$ cat config.mk
export PLATFORM = sky130hd
export DESIGN_NAME = anton_neopixel_frame_sequencer_flat
export DESIGN_NICKNAME = d
export VERILOG_FILES = /design/src/rtl/anton_neopixel_frame_sequencer_if.sv /design/src/rtl/anton_neopixel_frame_sequencer.sv /design/src/flat_wrapper.sv
export SDC_FILE = /design/constraint.sdc
export NUM_CORES = 1
export LEC_CHECK = 0
export BUFFER_PORTS_ARGS = -buffer_cell sky130_fd_sc_hd__buf_2
export CORE_ASPECT_RATIO = 0.75
export CORE_MARGIN = 8
export CORE_UTILIZATION = 30
export DETAILED_ROUTE_END_ITERATION = 8
export SYNTH_ARGS = -nofsm -noshare
export SYNTH_HDL_FRONTEND = slang
export SYNTH_SLANG_ARGS = --single-unit
$ cat constraint.sdc
create_clock -name clk6_4mhz -period 1.8 [get_ports clk6_4mhz]
set_input_delay 0.36 -clock clk6_4mhz [delete_from_list [all_inputs] [get_ports clk6_4mhz]]
set_output_delay 0.36 -clock clk6_4mhz [all_outputs]
set_load 0.02 [all_outputs]
$ cat src/rtl/anton_neopixel_frame_sequencer_if.sv
// Command/config/status bundle between the APB register block, the frame
// sequencer and the NeoPixel stream logic.
interface anton_neopixel_frame_sequencer_if #(
    parameter int FRAME_BITS = 8
) ();
    logic                  cmdStart;
    logic                  cmdStop;
    logic                  cmdAbort;
    logic                  cfgLoop;
    logic [FRAME_BITS-1:0] cfgFrameLimit;
    logic                  irqClear;
    logic                  streamPixelOf;
    logic                  streamSyncOf;
    logic                  initSlowDone;
    logic                  regCtrlInit;
    logic                  regCtrlRun;
    logic                  initSlow;
    logic                  busy;
    logic                  frameDone;
    logic [FRAME_BITS-1:0] frameCount;
    logic                  irq;
    logic                  errTimeout;
    logic [2:0]            seqState;

    // The sequencer itself.
    modport slave (
        input  cmdStart, cmdStop, cmdAbort, cfgLoop, cfgFrameLimit, irqClear,
               streamPixelOf, streamSyncOf, initSlowDone,
        output regCtrlInit, regCtrlRun, initSlow, busy, frameDone, frameCount,
               irq, errTimeout, seqState
    );

    // Register block plus stream logic, seen as one environment.
    modport master (
        output cmdStart, cmdStop, cmdAbort, cfgLoop, cfgFrameLimit, irqClear,
               streamPixelOf, streamSyncOf, initSlowDone,
        input  regCtrlInit, regCtrlRun, initSlow, busy, frameDone, frameCount,
               irq, errTimeout, seqState
    );
endinterface

$ cat src/rtl/anton_neopixel_frame_sequencer.sv
// Frame sequencer: slow-init handshake, per-frame stop/loop decision and
// frame counting for the NeoPixel stream logic. All outputs are registered.
module anton_neopixel_frame_sequencer #(
    parameter int INIT_TIMEOUT = 16,
    parameter int FRAME_BITS   = 8
) (
    input  logic                                  clk6_4mhz,
    input  logic                                  resetn,
    anton_neopixel_frame_sequencer_if.slave       bus
);
    typedef enum logic [2:0] {
        S_IDLE      = 3'd0,
        S_INIT      = 3'd1,
        S_WAIT_INIT = 3'd2,
        S_STREAM    = 3'd3,
        S_GAP       = 3'd4
    } state_t;

    state_t                r_state;
    logic                  r_reg_ctrl_init;
    logic                  r_reg_ctrl_run;
    logic                  r_init_slow;
    logic                  r_busy;
    logic                  r_frame_done;
    logic [FRAME_BITS-1:0] r_frame_count;
    logic                  r_irq;
    logic                  r_err_timeout;
    logic                  r_stop_pending;
    logic [7:0]            r_init_timer;

    state_t                w_next_state;
    logic                  w_start;
    logic                  w_frame_inc;
    logic                  w_set_irq;
    logic                  w_set_err;
    logic                  w_stop_cond;
    logic [FRAME_BITS-1:0] w_count_inc;
    logic [7:0]            w_timer_dec;

    assign w_count_inc = (r_frame_count == {FRAME_BITS{1'b1}}) ? r_frame_count
                                                                : r_frame_count + 1'b1;
    assign w_timer_dec = r_init_timer - 8'd1;

    // A stop arriving together with the sync still ends this frame.
    assign w_stop_cond = !bus.cfgLoop || r_stop_pending || bus.cmdStop ||
                         ((bus.cfgFrameLimit != '0) && (w_count_inc == bus.cfgFrameLimit));

    always_comb begin
        w_next_state = r_state;
        w_start      = 1'b0;
        w_frame_inc  = 1'b0;
        w_set_irq    = 1'b0;
        w_set_err    = 1'b0;
        case (r_state)
            S_IDLE: begin
                if (bus.cmdStart) begin
                    w_next_state = S_INIT;
                    w_start      = 1'b1;
                end
            end
            S_INIT: w_next_state = S_WAIT_INIT;
            S_WAIT_INIT: begin
                if (bus.initSlowDone) begin
                    w_next_state = S_STREAM;
                end else if (w_timer_dec == 8'd0) begin
                    w_next_state = S_IDLE;
                    w_set_err    = 1'b1;
                    w_set_irq    = 1'b1;
                end
            end
            S_STREAM: begin
                if (bus.streamPixelOf) begin
                    w_next_state = S_GAP;
                end
            end
            S_GAP: begin
                if (bus.streamSyncOf) begin
                    w_frame_inc = 1'b1;
                    if (w_stop_cond) begin
                        w_next_state = S_IDLE;
                        w_set_irq    = 1'b1;
                    end else begin
                        w_next_state = S_STREAM;
                    end
                end
            end
            default: w_next_state = S_IDLE;
        endcase

        // Abort outranks every frame/handshake event.
        if (bus.cmdAbort && (r_state != S_IDLE)) begin
            w_next_state = S_IDLE;
            w_frame_inc  = 1'b0;
            w_set_irq    = 1'b0;
            w_set_err    = 1'b0;
        end
    end

    always_ff @(posedge clk6_4mhz) begin
        if (!resetn) begin
            r_state         <= S_IDLE;
            r_reg_ctrl_init <= 1'b1;
            r_reg_ctrl_run  <= 1'b0;
            r_init_slow     <= 1'b0;
            r_busy          <= 1'b0;
            r_frame_done    <= 1'b0;
            r_frame_count   <= '0;
            r_irq           <= 1'b0;
            r_err_timeout   <= 1'b0;
            r_stop_pending  <= 1'b0;
            r_init_timer    <= 8'd0;
        end else begin
            r_state         <= w_next_state;
            r_reg_ctrl_init <= (w_next_state == S_IDLE) || (w_next_state == S_INIT) ||
                               (w_next_state == S_WAIT_INIT);
            r_reg_ctrl_run  <= (w_next_state == S_STREAM) || (w_next_state == S_GAP);
            r_init_slow     <= (w_next_state == S_INIT);
            r_busy          <= (w_next_state != S_IDLE);
            r_frame_done    <= w_frame_inc;

            if (w_start) begin
                r_frame_count <= '0;
            end else if (w_frame_inc) begin
                r_frame_count <= w_count_inc;
            end

            if (w_start) begin
                r_stop_pending <= 1'b0;
            end else if (bus.cmdStop && (r_state != S_IDLE)) begin
                r_stop_pending <= 1'b1;
            end

            if (r_state == S_INIT) begin
                r_init_timer <= 8'(INIT_TIMEOUT - 1);
            end else if (r_state == S_WAIT_INIT) begin
                r_init_timer <= w_timer_dec;
            end

            // Set events beat a simultaneous clear.
            if (w_set_irq) begin
                r_irq <= 1'b1;
            end else if (bus.irqClear) begin
                r_irq <= 1'b0;
            end

            if (w_set_err) begin
                r_err_timeout <= 1'b1;
            end else if (bus.irqClear) begin
                r_err_timeout <= 1'b0;
            end
        end
    end

    assign bus.regCtrlInit = r_reg_ctrl_init;
    assign bus.regCtrlRun  = r_reg_ctrl_run;
    assign bus.initSlow    = r_init_slow;
    assign bus.busy        = r_busy;
    assign bus.frameDone   = r_frame_done;
    assign bus.frameCount  = r_frame_count;
    assign bus.irq         = r_irq;
    assign bus.errTimeout  = r_err_timeout;
    assign bus.seqState    = r_state;
endmodule

$ cat src/flat_wrapper.sv
// flat-port wrapper written by rule: the top's interface ports become plain ports
module anton_neopixel_frame_sequencer_flat 
#(
    parameter int INIT_TIMEOUT = 16,
    parameter int FRAME_BITS   = 8
)
  (clk6_4mhz, resetn, bus_cmdStart, bus_cmdStop, bus_cmdAbort, bus_cfgLoop, bus_cfgFrameLimit, bus_irqClear, bus_streamPixelOf, bus_streamSyncOf, bus_initSlowDone, bus_regCtrlInit, bus_regCtrlRun, bus_initSlow, bus_busy, bus_frameDone, bus_frameCount, bus_irq, bus_errTimeout, bus_seqState);
  anton_neopixel_frame_sequencer_if #(.FRAME_BITS(FRAME_BITS)) bus_i ();
  input  logic clk6_4mhz;
  input  logic resetn;
  input wire logic [$bits(bus_i.cmdStart)-1:0] bus_cmdStart;
  input wire logic [$bits(bus_i.cmdStop)-1:0] bus_cmdStop;
  input wire logic [$bits(bus_i.cmdAbort)-1:0] bus_cmdAbort;
  input wire logic [$bits(bus_i.cfgLoop)-1:0] bus_cfgLoop;
  input wire logic [$bits(bus_i.cfgFrameLimit)-1:0] bus_cfgFrameLimit;
  input wire logic [$bits(bus_i.irqClear)-1:0] bus_irqClear;
  input wire logic [$bits(bus_i.streamPixelOf)-1:0] bus_streamPixelOf;
  input wire logic [$bits(bus_i.streamSyncOf)-1:0] bus_streamSyncOf;
  input wire logic [$bits(bus_i.initSlowDone)-1:0] bus_initSlowDone;
  output wire logic [$bits(bus_i.regCtrlInit)-1:0] bus_regCtrlInit;
  output wire logic [$bits(bus_i.regCtrlRun)-1:0] bus_regCtrlRun;
  output wire logic [$bits(bus_i.initSlow)-1:0] bus_initSlow;
  output wire logic [$bits(bus_i.busy)-1:0] bus_busy;
  output wire logic [$bits(bus_i.frameDone)-1:0] bus_frameDone;
  output wire logic [$bits(bus_i.frameCount)-1:0] bus_frameCount;
  output wire logic [$bits(bus_i.irq)-1:0] bus_irq;
  output wire logic [$bits(bus_i.errTimeout)-1:0] bus_errTimeout;
  output wire logic [$bits(bus_i.seqState)-1:0] bus_seqState;
  assign bus_i.cmdStart = bus_cmdStart;
  assign bus_i.cmdStop = bus_cmdStop;
  assign bus_i.cmdAbort = bus_cmdAbort;
  assign bus_i.cfgLoop = bus_cfgLoop;
  assign bus_i.cfgFrameLimit = bus_cfgFrameLimit;
  assign bus_i.irqClear = bus_irqClear;
  assign bus_i.streamPixelOf = bus_streamPixelOf;
  assign bus_i.streamSyncOf = bus_streamSyncOf;
  assign bus_i.initSlowDone = bus_initSlowDone;
  assign bus_regCtrlInit = bus_i.regCtrlInit;
  assign bus_regCtrlRun = bus_i.regCtrlRun;
  assign bus_initSlow = bus_i.initSlow;
  assign bus_busy = bus_i.busy;
  assign bus_frameDone = bus_i.frameDone;
  assign bus_frameCount = bus_i.frameCount;
  assign bus_irq = bus_i.irq;
  assign bus_errTimeout = bus_i.errTimeout;
  assign bus_seqState = bus_i.seqState;
  anton_neopixel_frame_sequencer #(.INIT_TIMEOUT(INIT_TIMEOUT), .FRAME_BITS(FRAME_BITS)) u_core (.clk6_4mhz(clk6_4mhz), .resetn(resetn), .bus(bus_i));
endmodule
==> flow_summary.ini <==
[run_status]
status = finished with violations
violations = negative setup slack

[sta]
fin_crit_ns = 1.80
fin_setup_tns_ns = -0.00438
period_share_pct = 100
timing.hold.ws_ns = 0.375
slew_headroom_pct = 61.7
final_max_slew_viol_count = 0
rsz0062_at_grt = true
fmax_mhz = 554
finalSetupViolations = 2
finalHoldViolations = 0
tightestPinTransition_ns = 0.570
clock_skew_ns = 0.00624
fin_ws_ns = -0.00421

[die]
die_h_um = 82.3
io_pins = 36
die_area_um2 = 8590
rows = 24
start_util_pct = 30.6
die_x_um = 104
core_area_um2 = 5740

[clock_tree]
cts_max_level = 1
cts_buffer_depth = 2
clkLatencyLatePin_ns = 0.27
holdBufCountCts = 0
cts_root_buf = clkbuf_8
cts_tree = built
numCtsBuffers = 3
clock_sinks = 27
clk_pin_slew_ns = 0.09

[synth]
synth_edf_count = 0
avgSynthCellArea_um2 = 7.84
synth-seq-cells = 27
ys_types = 52
synthTopCellsByArea = dfxtp_1 (31%), nor2_1 (6.4%), o21ai_0 (4.8%)
synthFlopType = dfxtp_1
syn-instance-count = 224
syn-cell-area_um2 = 1760
yosysSeqAreaShare_pct = 30.8
synth_top_area_cell = dfxtp_1
ys_warn_count = 0
syn-num-nets = 245
async_flop_share_pct = 0
synth.top_cell.area_share_pct = 30.8

[power]
p_int_w = 0.000964
p_switching_w = 0.000447
vdd.ir_drop.worst_mv = 0.330
combPwrFrac_pct = 29.2
p_per_area_nw_per_um2 = 616
clkPwrFrac_pct = 24.5
p_leak_nw = 0.979
switching_share_pct = 31.7
p_seq_share_pct = 46.3

[setup_path]
rrSetupSlack_ns = -0.004
cp_max_fo = 6
slowest_stage = dfxtp_4
crit-reg2reg-launch = u_core.bus.frameCount[1]
r2r_end = u_core.bus.regCtrlInit
crit_path_end_kind = register
critPathMaxStageDelay_ns = 0.37
startpoint = u_core.bus.frameCount[1]
path_cells = ha_4, and3_4, and3_4, or3_4, a21oi_2, and4_4, o21ba_1
cpMostUsedCell = and3_4
worstSetupStartpointType = register
crit_arrival_ns = 2.03
worst-setup-path-type = register to register
reg2reg_depth = 7
endpoint = u_core.bus.regCtrlInit
critPathRequiredTime_ns = 2.03

[placement]
dpl.hpwl_mm = 3.80
dp.cells = 356
gp_congestion = 0.859
io_buffers = 35

[layout]
layout_commonest_cell = buf_2
area_growth_pct = 30.5
drive_gt1_share_pct = 32.7
antenna_cells = 0
final_cell_mix = buf_2 (35), buf_4 (32), nor2_1 (30), dfxtp_1 (23), nand3_1 (16)
finalNetCount = 306
nFillCells = 614
fin_cells = 362

[drt]
drt-initial-drc-count = 118
routed_via_density = 4.86
post_drt_wl_per_cell_um = 13.0
drc = 0
ant_nets = 0
routed-via-count = 1760
wirelength_mm = 4.71
drtPass1Iterations = 4

[flow_run]
maxCapViolCount = 0

[min_path]
hp-class = input port to register

[grt]
grt_pass1_vias = 1604
grt_overflow = 0
grt_pass1_wl_mm = 7.71
grt_max_degree = 17
gr-usage-all-layers_pct = 10.9
grt_antenna_before_repair = 0
==> power by group through the flow <==
| stage | Sequential, W | Clock (W) | Combinational (W) |
|---|---|---|---|
| global route | 0.000659 | 0.000388 | 0.000466 |
| CTS | 0.000653 | 0.000361 | 0.000408 |
| detailed placement | 0.000667 | 0 | 0.000407 |
| global placement | 0.000668 | 0 | 0.000406 |
| finish | 0.000653 | 0.000345 | 0.000413 |
| floorplan | 0.000687 | 0 | 0.000245 |
==> final cells by class <==
cell class | count | area, um^2 | area share (%)
Clock buffer | 3 | 41.3 | 1.80
Sequential cell | 27 | 551 | 24.0
Timing Repair Buffer | 67 | 415 | 18.1
Inverter | 10 | 37.5 | 1.64
Multi-Input combinational cell | 176 | 1140 | 49.9
Tap cell | 78 | 97.6 | 4.26
Clock inverter | 1 | 5.00 | 0.218
==> Yosys cell counts, types with 4 or more instances <==
master / n
xor2_1: 8
o21ai_0: 17
xnor2_1: 8
a31oi_1: 4
dfxtp_1: 27
nand3_1: 16
a21oi_1: 12
clkbuf_1: 5
nor2_1: 30
nand2_1: 13
inv_1: 10
nor3_1: 4
==> flip-flops by register name, indices dropped and copies added (netlist names) <==
| name | flops |
|---|---|
| u_core.bus.irq | 1 |
| u_core.bus.initSlow | 1 |
| u_core.bus.frameDone | 1 |
| u_core.bus.busy | 1 |
| u_core.bus.errTimeout | 1 |
| u_core.r_stop_pending | 1 |
| u_core.bus.frameCount | 8 |
| u_core.bus.regCtrlRun | 1 |
| u_core.bus.regCtrlInit | 1 |
| u_core.bus.seqState | 3 |
| u_core.r_init_timer | 8 |
==> how the worst min path moves through the flow <==
stage                               start  cells past startpoint                endpoint
floorplan           u_core.r_stop_pending                      2   u_core.r_stop_pending
global placement    u_core.r_stop_pending                      2   u_core.r_stop_pending
detailed placement  u_core.r_stop_pending                      2   u_core.r_stop_pending
CTS                     bus_streamPixelOf                      3  u_core.bus.seqState[2]
global route                 bus_cmdStart                      2     u_core.bus.initSlow
finish                  bus_streamPixelOf                      3  u_core.bus.seqState[2]
==> kinds of logic (layout without fill, tap and decap cells) <==
logic type	count (synthesis)	after routing	synth area share, %
compound gates	58	58	21.4
buf+inv	21	81	6.13
mux	3	3	1.71
fa+ha+maj	3	3	2.14
flops	27	27	30.8
simple gates	96	96	29.8
xor+xnor	16	16	7.98
==> what timing repair did <==
item,4_1_cts,5_1_grt
setup buffers,2,0
pin swaps,1,3
endpoints found under the setup margin,5,9
resized for setup,0,9
==> metrics by stage <==
| step | power, W | worst slack, ns | cell area [um^2] | util [%] |
|---|---|---|---|---|
| after floorplan | 0.000932 | -0.168 | 1780 | - |
| after global placement | 0.00107 | 0.0231 | 2200 | 38.4 |
| after detailed placement | 0.00107 | 0.0102 | 2200 | 38.4 |
| after CTS | 0.00142 | -0.00572 | 2270 | 39.5 |
| after global routing | 0.00151 | -0.100 | 2290 | 40.0 |
| final | 0.00141 | -0.00421 | 2290 | 40.0 |
==> metal layers <==
layer	global-route usage (%)	vias to the layer above	part of all wire [%]
met4	3.02	0	0.87
met1	14.8	792	51
met3	3.10	2	5.9
li1	-	926	-
met2	16.5	40	42
met5	0	-	0
==> worst max-delay path: cells and delay by family (launching register included) <==
| kind | cells | cell delay (ns) |
|---|---|---|
| flip-flops | 1 | 0.37 |
| AND/OR/NAND/NOR | 4 | 0.99 |
| adder cells (fa/ha/maj) | 1 | 0.17 |
| AO/OA/AOI/OAI | 2 | 0.24 |
No activity file was read; power rests on OpenSTA's default activity.
